**config.mk**
```make
export PLATFORM = sky130hd
export DESIGN_NAME = umi_req_resp_splitter
export DESIGN_NICKNAME = d
export VERILOG_FILES = /design/src/rtl/umi_splitter_pkg.sv /design/src/rtl/umi_out_slice.sv /design/src/rtl/umi_req_resp_splitter.sv
export SDC_FILE = /design/constraint.sdc
export NUM_CORES = 1
export LEC_CHECK = 0
export BUFFER_PORTS_ARGS = -buffer_cell sky130_fd_sc_hd__buf_4
export CORE_AREA = 5 5 485 487
export DETAILED_ROUTE_END_ITERATION = 8
export DIE_AREA = 0 0 490 492
export PLACE_DENSITY = 0.41
export SETUP_SLACK_MARGIN = 0.5
export SYNTH_ARGS = -nofsm -noshare
export SYNTH_HDL_FRONTEND = slang
export SYNTH_HIERARCHICAL = 1
export SYNTH_SLANG_ARGS = --single-unit
export TNS_END_PERCENT = 5
```
**constraint.sdc**
```tcl
create_clock -name clk -period 32.7 [get_ports clk]
set_input_delay 4.905 -clock clk [delete_from_list [all_inputs] [get_ports clk]]
set_output_delay 4.905 -clock clk [all_outputs]
set_load 0.05 [all_outputs]
```
**src/rtl/umi_splitter_pkg.sv**
```systemverilog
// Shared UMI splitter definitions: opcode field layout and response classification.
package umi_splitter_pkg;

  localparam int OPCODE_LSB = 0;
  localparam int OPCODE_W   = 8;
  localparam int RESP_BIT   = 0;
  localparam logic [OPCODE_W-1:0] OPCODE_INVALID = 8'h00;

  // Responses carry an odd opcode; OPCODE_INVALID is even, so it lands on the request side.
  function automatic logic is_response(input logic [OPCODE_W-1:0] opcode);
    return opcode[RESP_BIT];
  endfunction

endpackage

```
**src/rtl/umi_out_slice.sv**
```systemverilog
// One-entry registered UMI output buffer; accepts a new packet whenever empty or draining.
module umi_out_slice #(
  parameter int DW = 256,
  parameter int AW = 64,
  parameter int CW = 32
) (
  input  logic          clk,
  input  logic          reset,
  input  logic          i_valid,
  output logic          o_ready,
  input  logic [CW-1:0] i_cmd,
  input  logic [AW-1:0] i_dstaddr,
  input  logic [AW-1:0] i_srcaddr,
  input  logic [DW-1:0] i_data,
  output logic          o_valid,
  input  logic          i_out_ready,
  output logic [CW-1:0] o_cmd,
  output logic [AW-1:0] o_dstaddr,
  output logic [AW-1:0] o_srcaddr,
  output logic [DW-1:0] o_data
);

  logic          r_vld;
  logic [CW-1:0] r_cmd;
  logic [AW-1:0] r_dstaddr;
  logic [AW-1:0] r_srcaddr;
  logic [DW-1:0] r_data;
  logic          w_load;

  assign o_ready = !r_vld || i_out_ready;
  assign w_load  = i_valid && o_ready;

  always_ff @(posedge clk or posedge reset) begin
    if (reset) begin
      r_vld     <= 1'b0;
      r_cmd     <= '0;
      r_dstaddr <= '0;
      r_srcaddr <= '0;
      r_data    <= '0;
    end else if (w_load) begin
      r_vld     <= 1'b1;
      r_cmd     <= i_cmd;
      r_dstaddr <= i_dstaddr;
      r_srcaddr <= i_srcaddr;
      r_data    <= i_data;
    end else if (i_out_ready) begin
      // Fields hold their last value after a drain; only the valid flag clears.
      r_vld <= 1'b0;
    end
  end

  assign o_valid   = r_vld;
  assign o_cmd     = r_cmd;
  assign o_dstaddr = r_dstaddr;
  assign o_srcaddr = r_srcaddr;
  assign o_data    = r_data;

endmodule

```
**src/rtl/umi_req_resp_splitter.sv**
```systemverilog
// Routes each UMI packet to the response or request output by opcode bit 0.
// Optional handshake counters enabled with UMI_SPLITTER_STATS_EN.
module umi_req_resp_splitter
  import umi_splitter_pkg::*;
#(
  parameter int DW = 256,
  parameter int AW = 64,
  parameter int CW = 32
) (
  input  logic          clk,
  input  logic          reset,
  input  logic          umi_in_valid,
  input  logic [CW-1:0] umi_in_cmd,
  input  logic [AW-1:0] umi_in_dstaddr,
  input  logic [AW-1:0] umi_in_srcaddr,
  input  logic [DW-1:0] umi_in_data,
  output logic          umi_in_ready,
`ifdef UMI_SPLITTER_STATS_EN
  output logic [31:0]   resp_count,
  output logic [31:0]   req_count,
`endif
  output logic          umi_resp_out_valid,
  output logic [CW-1:0] umi_resp_out_cmd,
  output logic [AW-1:0] umi_resp_out_dstaddr,
  output logic [AW-1:0] umi_resp_out_srcaddr,
  output logic [DW-1:0] umi_resp_out_data,
  input  logic          umi_resp_out_ready,
  output logic          umi_req_out_valid,
  output logic [CW-1:0] umi_req_out_cmd,
  output logic [AW-1:0] umi_req_out_dstaddr,
  output logic [AW-1:0] umi_req_out_srcaddr,
  output logic [DW-1:0] umi_req_out_data,
  input  logic          umi_req_out_ready
);

  logic w_is_resp;
  logic w_resp_ready;
  logic w_req_ready;

  assign w_is_resp    = is_response(umi_in_cmd[OPCODE_LSB +: OPCODE_W]);
  // Only the selected slice is consulted, so a stalled output never blocks the other.
  assign umi_in_ready = w_is_resp ? w_resp_ready : w_req_ready;

  umi_out_slice #(.DW(DW), .AW(AW), .CW(CW)) u_resp (
    .clk         (clk),
    .reset       (reset),
    .i_valid     (umi_in_valid && w_is_resp),
    .o_ready     (w_resp_ready),
    .i_cmd       (umi_in_cmd),
    .i_dstaddr   (umi_in_dstaddr),
    .i_srcaddr   (umi_in_srcaddr),
    .i_data      (umi_in_data),
    .o_valid     (umi_resp_out_valid),
    .i_out_ready (umi_resp_out_ready),
    .o_cmd       (umi_resp_out_cmd),
    .o_dstaddr   (umi_resp_out_dstaddr),
    .o_srcaddr   (umi_resp_out_srcaddr),
    .o_data      (umi_resp_out_data)
  );

  umi_out_slice #(.DW(DW), .AW(AW), .CW(CW)) u_req (
    .clk         (clk),
    .reset       (reset),
    .i_valid     (umi_in_valid && !w_is_resp),
    .o_ready     (w_req_ready),
    .i_cmd       (umi_in_cmd),
    .i_dstaddr   (umi_in_dstaddr),
    .i_srcaddr   (umi_in_srcaddr),
    .i_data      (umi_in_data),
    .o_valid     (umi_req_out_valid),
    .i_out_ready (umi_req_out_ready),
    .o_cmd       (umi_req_out_cmd),
    .o_dstaddr   (umi_req_out_dstaddr),
    .o_srcaddr   (umi_req_out_srcaddr),
    .o_data      (umi_req_out_data)
  );

`ifdef UMI_SPLITTER_STATS_EN
  logic [31:0] r_resp_count;
  logic [31:0] r_req_count;
  logic        w_hs;

  assign w_hs = umi_in_valid && umi_in_ready;

  always_ff @(posedge clk or posedge reset) begin
    if (reset) begin
      r_resp_count <= '0;
      r_req_count  <= '0;
    end else begin
      if (w_hs && w_is_resp && (r_resp_count != 32'hFFFF_FFFF))
        r_resp_count <= r_resp_count + 32'd1;
      if (w_hs && !w_is_resp && (r_req_count != 32'hFFFF_FFFF))
        r_req_count <= r_req_count + 32'd1;
    end
  end

  assign resp_count = r_resp_count;
  assign req_count  = r_req_count;
`endif

endmodule

```
==> impl_metrics.toml <==
[status]
status = "completed"

[worst_setup_path]
crit_arrival_ns = 5.71
critical_path_class = "primary input to output port"
rrSetupSlack_ns = 27.94
cp.depth = 4
reg2reg_to = "u_req/o_dstaddr[42]"
r2r_cells = 7
cp_cell_sequence = "buf_4 -> nand2b_4 -> mux2_4 -> buf_4"
cp-startpoint = "umi_req_out_ready"
critPathMaxStageDelay_ns = 0.28
path_buf_inv = 2
worstSetupEndpoint = "umi_in_ready"
crit_required_ns = 27.79
cpMostUsedCell = "buf_4"
cp_top_family = "buffers and inverters"
r2r-start = "u_req/o_valid"
worst_setup_path_start_kind = "primary input"
cp_max_fo = 3
worst_path_max_delay_cell = "mux2_4"
crit_path_end_kind = "output port"

[timing]
finalCritPeriodShare_pct = 32.5
setup_viol = 0
grt_setup_unrepaired = "no"
holdWs_ns = 0.504
slew_headroom_pct = 27.9
hold_viol_final = 0
tightest_slew_ns = 1.08
finalSetupTns_ns = 0
fin_skew_ns = 0.0347
timing.fmax_mhz = 94.2
fin_crit_ns = 10.62
slew_violations = 0

[cts]
clock_sinks = 834
cts_setup_buffers = 0
ctsResizeCount = 0
cts_made_buffers = 104
path_clk_slew_ns = 0.05
clk_path_buf_depth = 3
clk_latency_ns = 0.74
cts-root-buf = "clkbuf_16"
cts_hold_buf = 0
tritoncts = "built"
htreeDepth = 3

[floorplan]
start_util_pct = 14.3
io_pins = 1256
die_h_um = 492
die_x_um = 490
row_count = 177
core_area_um2 = 231000
die-area_um2 = 241000

[placement]
dp_hpwl_mm = 124
place_congestion = 0.849
placed_area_um2 = 45600
numPortBuffers = 1255

[routing]
routed_wl_mm = 157
dr_total_vias = 20600
firstDrtPassIters = 4
antenna_left = 0
route.detailed.drc = 0
via_per_inst = 3.31
drt_iter0_drc = 832
post_drt_wl_per_cell_um = 25.3

[global_route]
antenna_found_initial = 29
grt_max_degree = 123
grt-ovfl-total = 0
grt_use_total_pct = 12.5
grt_first_pass_wirelength_mm = 210
grt_pass1_vias = 22800

[layout]
syn_to_final_growth_pct = 48.8
multi_input_area_um2 = 11300
final_area_um2 = 49200
drive_gt1_share_pct = 72.5
fin_nets = 3487
seq_area_um2 = 20900
nFillCells = 24700

[pwr]
power_density_nw_per_um2 = 81.7
vdd_drop_max_mv = 0.0437
power.static_leakage_uw = 0.0236

[synth]
yosys_register_bits = 834
syn-cell-area_um2 = 33100
synth_cells = 1769
synth_area_per_cell_um2 = 18.7
synth_cell_types = 13
syn_nets = 2190
seq_area_frac_synth_pct = 63.1
yosysWarningCount = 6

[min_path]
holdPathStages = 1
hp-class = "register to register"

[job]
maxCapViolCount = 0
[logic make-up (layout without fill, tap and decap cells)]
kind of cell	count (synthesis)	count (layout)	synth area share [%]
DFF	834	834	63.1
and+or+nand+nor	8	8	0.193
muxes	833	833	33.8
buffers and inverters	94	1479	2.90
other	0	11	0
[layout by cell type (no fill, tap or decap), drive strengths merged]
master and n:
and2b 1, clkbuf 172, nand2b 4, dfrtp 834, bufinv 4, nand2 2, mux2 833, clkinv 14
diode 11, and2 1, clkinvlp 1, inv 5, buf 1283
[area by class of cell]
type                       count  share of cell area, %
sequential                   834                   42.4
multi-input combinational    841                   22.9
tap                         3043                   7.73
antenna                       11                 0.0559
clock buffer                 172                   6.58
inverter                       2                 0.0457
timing repair buffer        1283                   19.6
clock inverter                22                  0.663
[Yosys cell counts]
master	instances	share of area, %
and2b_2	1	0.026
and2_2	1	0.023
buf_8	24	1.1
nand2_1	2	0.023
buf_4	20	0.45
buf_6	32	1.1
inv_1	2	0.023
nand2b_1	2	0.038
mux2_2	352	12
dfrtp_1	834	63
mux2_4	481	22
nand2b_4	2	0.083
buf_2	16	0.24
[power breakdown]
group	total, uW	switching, uW	internal, uW
combinational	1480	989	490
sequential	1350	124	1220
clock	1200	492	708
total	4020	1610	2420
[per-stage QoR]
step	power (uW)	worst slack, ns	cells	util [%]
after global routing	4200	22.07	6204	21.3
after CTS	4110	22.07	6197	21.3
after global placement	2860	22.06	6003	19.8
final	4020	22.08	6208	21.3
after floorplan	2290	16.19	1769	-
after detailed placement	2860	22.07	6003	19.8
[sequential cells by signal, indices dropped and copies added, names as in the netlist]
signal	count
u_req/o_cmd	32
u_req/o_data	256
u_req/o_dstaddr	64
u_req/o_srcaddr	64
u_req/o_valid	1
u_resp/o_cmd	32
u_resp/o_data	256
u_resp/o_dstaddr	64
u_resp/o_srcaddr	64
u_resp/o_valid	1
[worst min-delay path by stage]
stage                         from  slack, ns             endpoint
4_1_cts          u_resp/o_data[53]       0.51    u_resp/o_data[53]
5_1_grt          u_resp/o_data[59]       0.51    u_resp/o_data[59]
3_3_place_gp    u_resp/o_data[111]       0.49   u_resp/o_data[111]
2_1_floorplan        u_req/o_valid       0.81        u_req/o_valid
6_report        u_resp/o_data[148]       0.50   u_resp/o_data[148]
3_5_place_dp   u_req/o_dstaddr[45]       0.49  u_req/o_dstaddr[45]
[metal layers]
layer	wire [um]	part of all wire [%]	up-vias	global-route usage, %
met5	21	0.013	-	0
met4	3890	2.5	4	3.23
met3	19900	13	183	6.83
met2	70300	45	1004	19.4
met1	62800	40	10500	15.0
li1	-	-	8877	-
No activity file was read; power rests on OpenSTA's default activity.
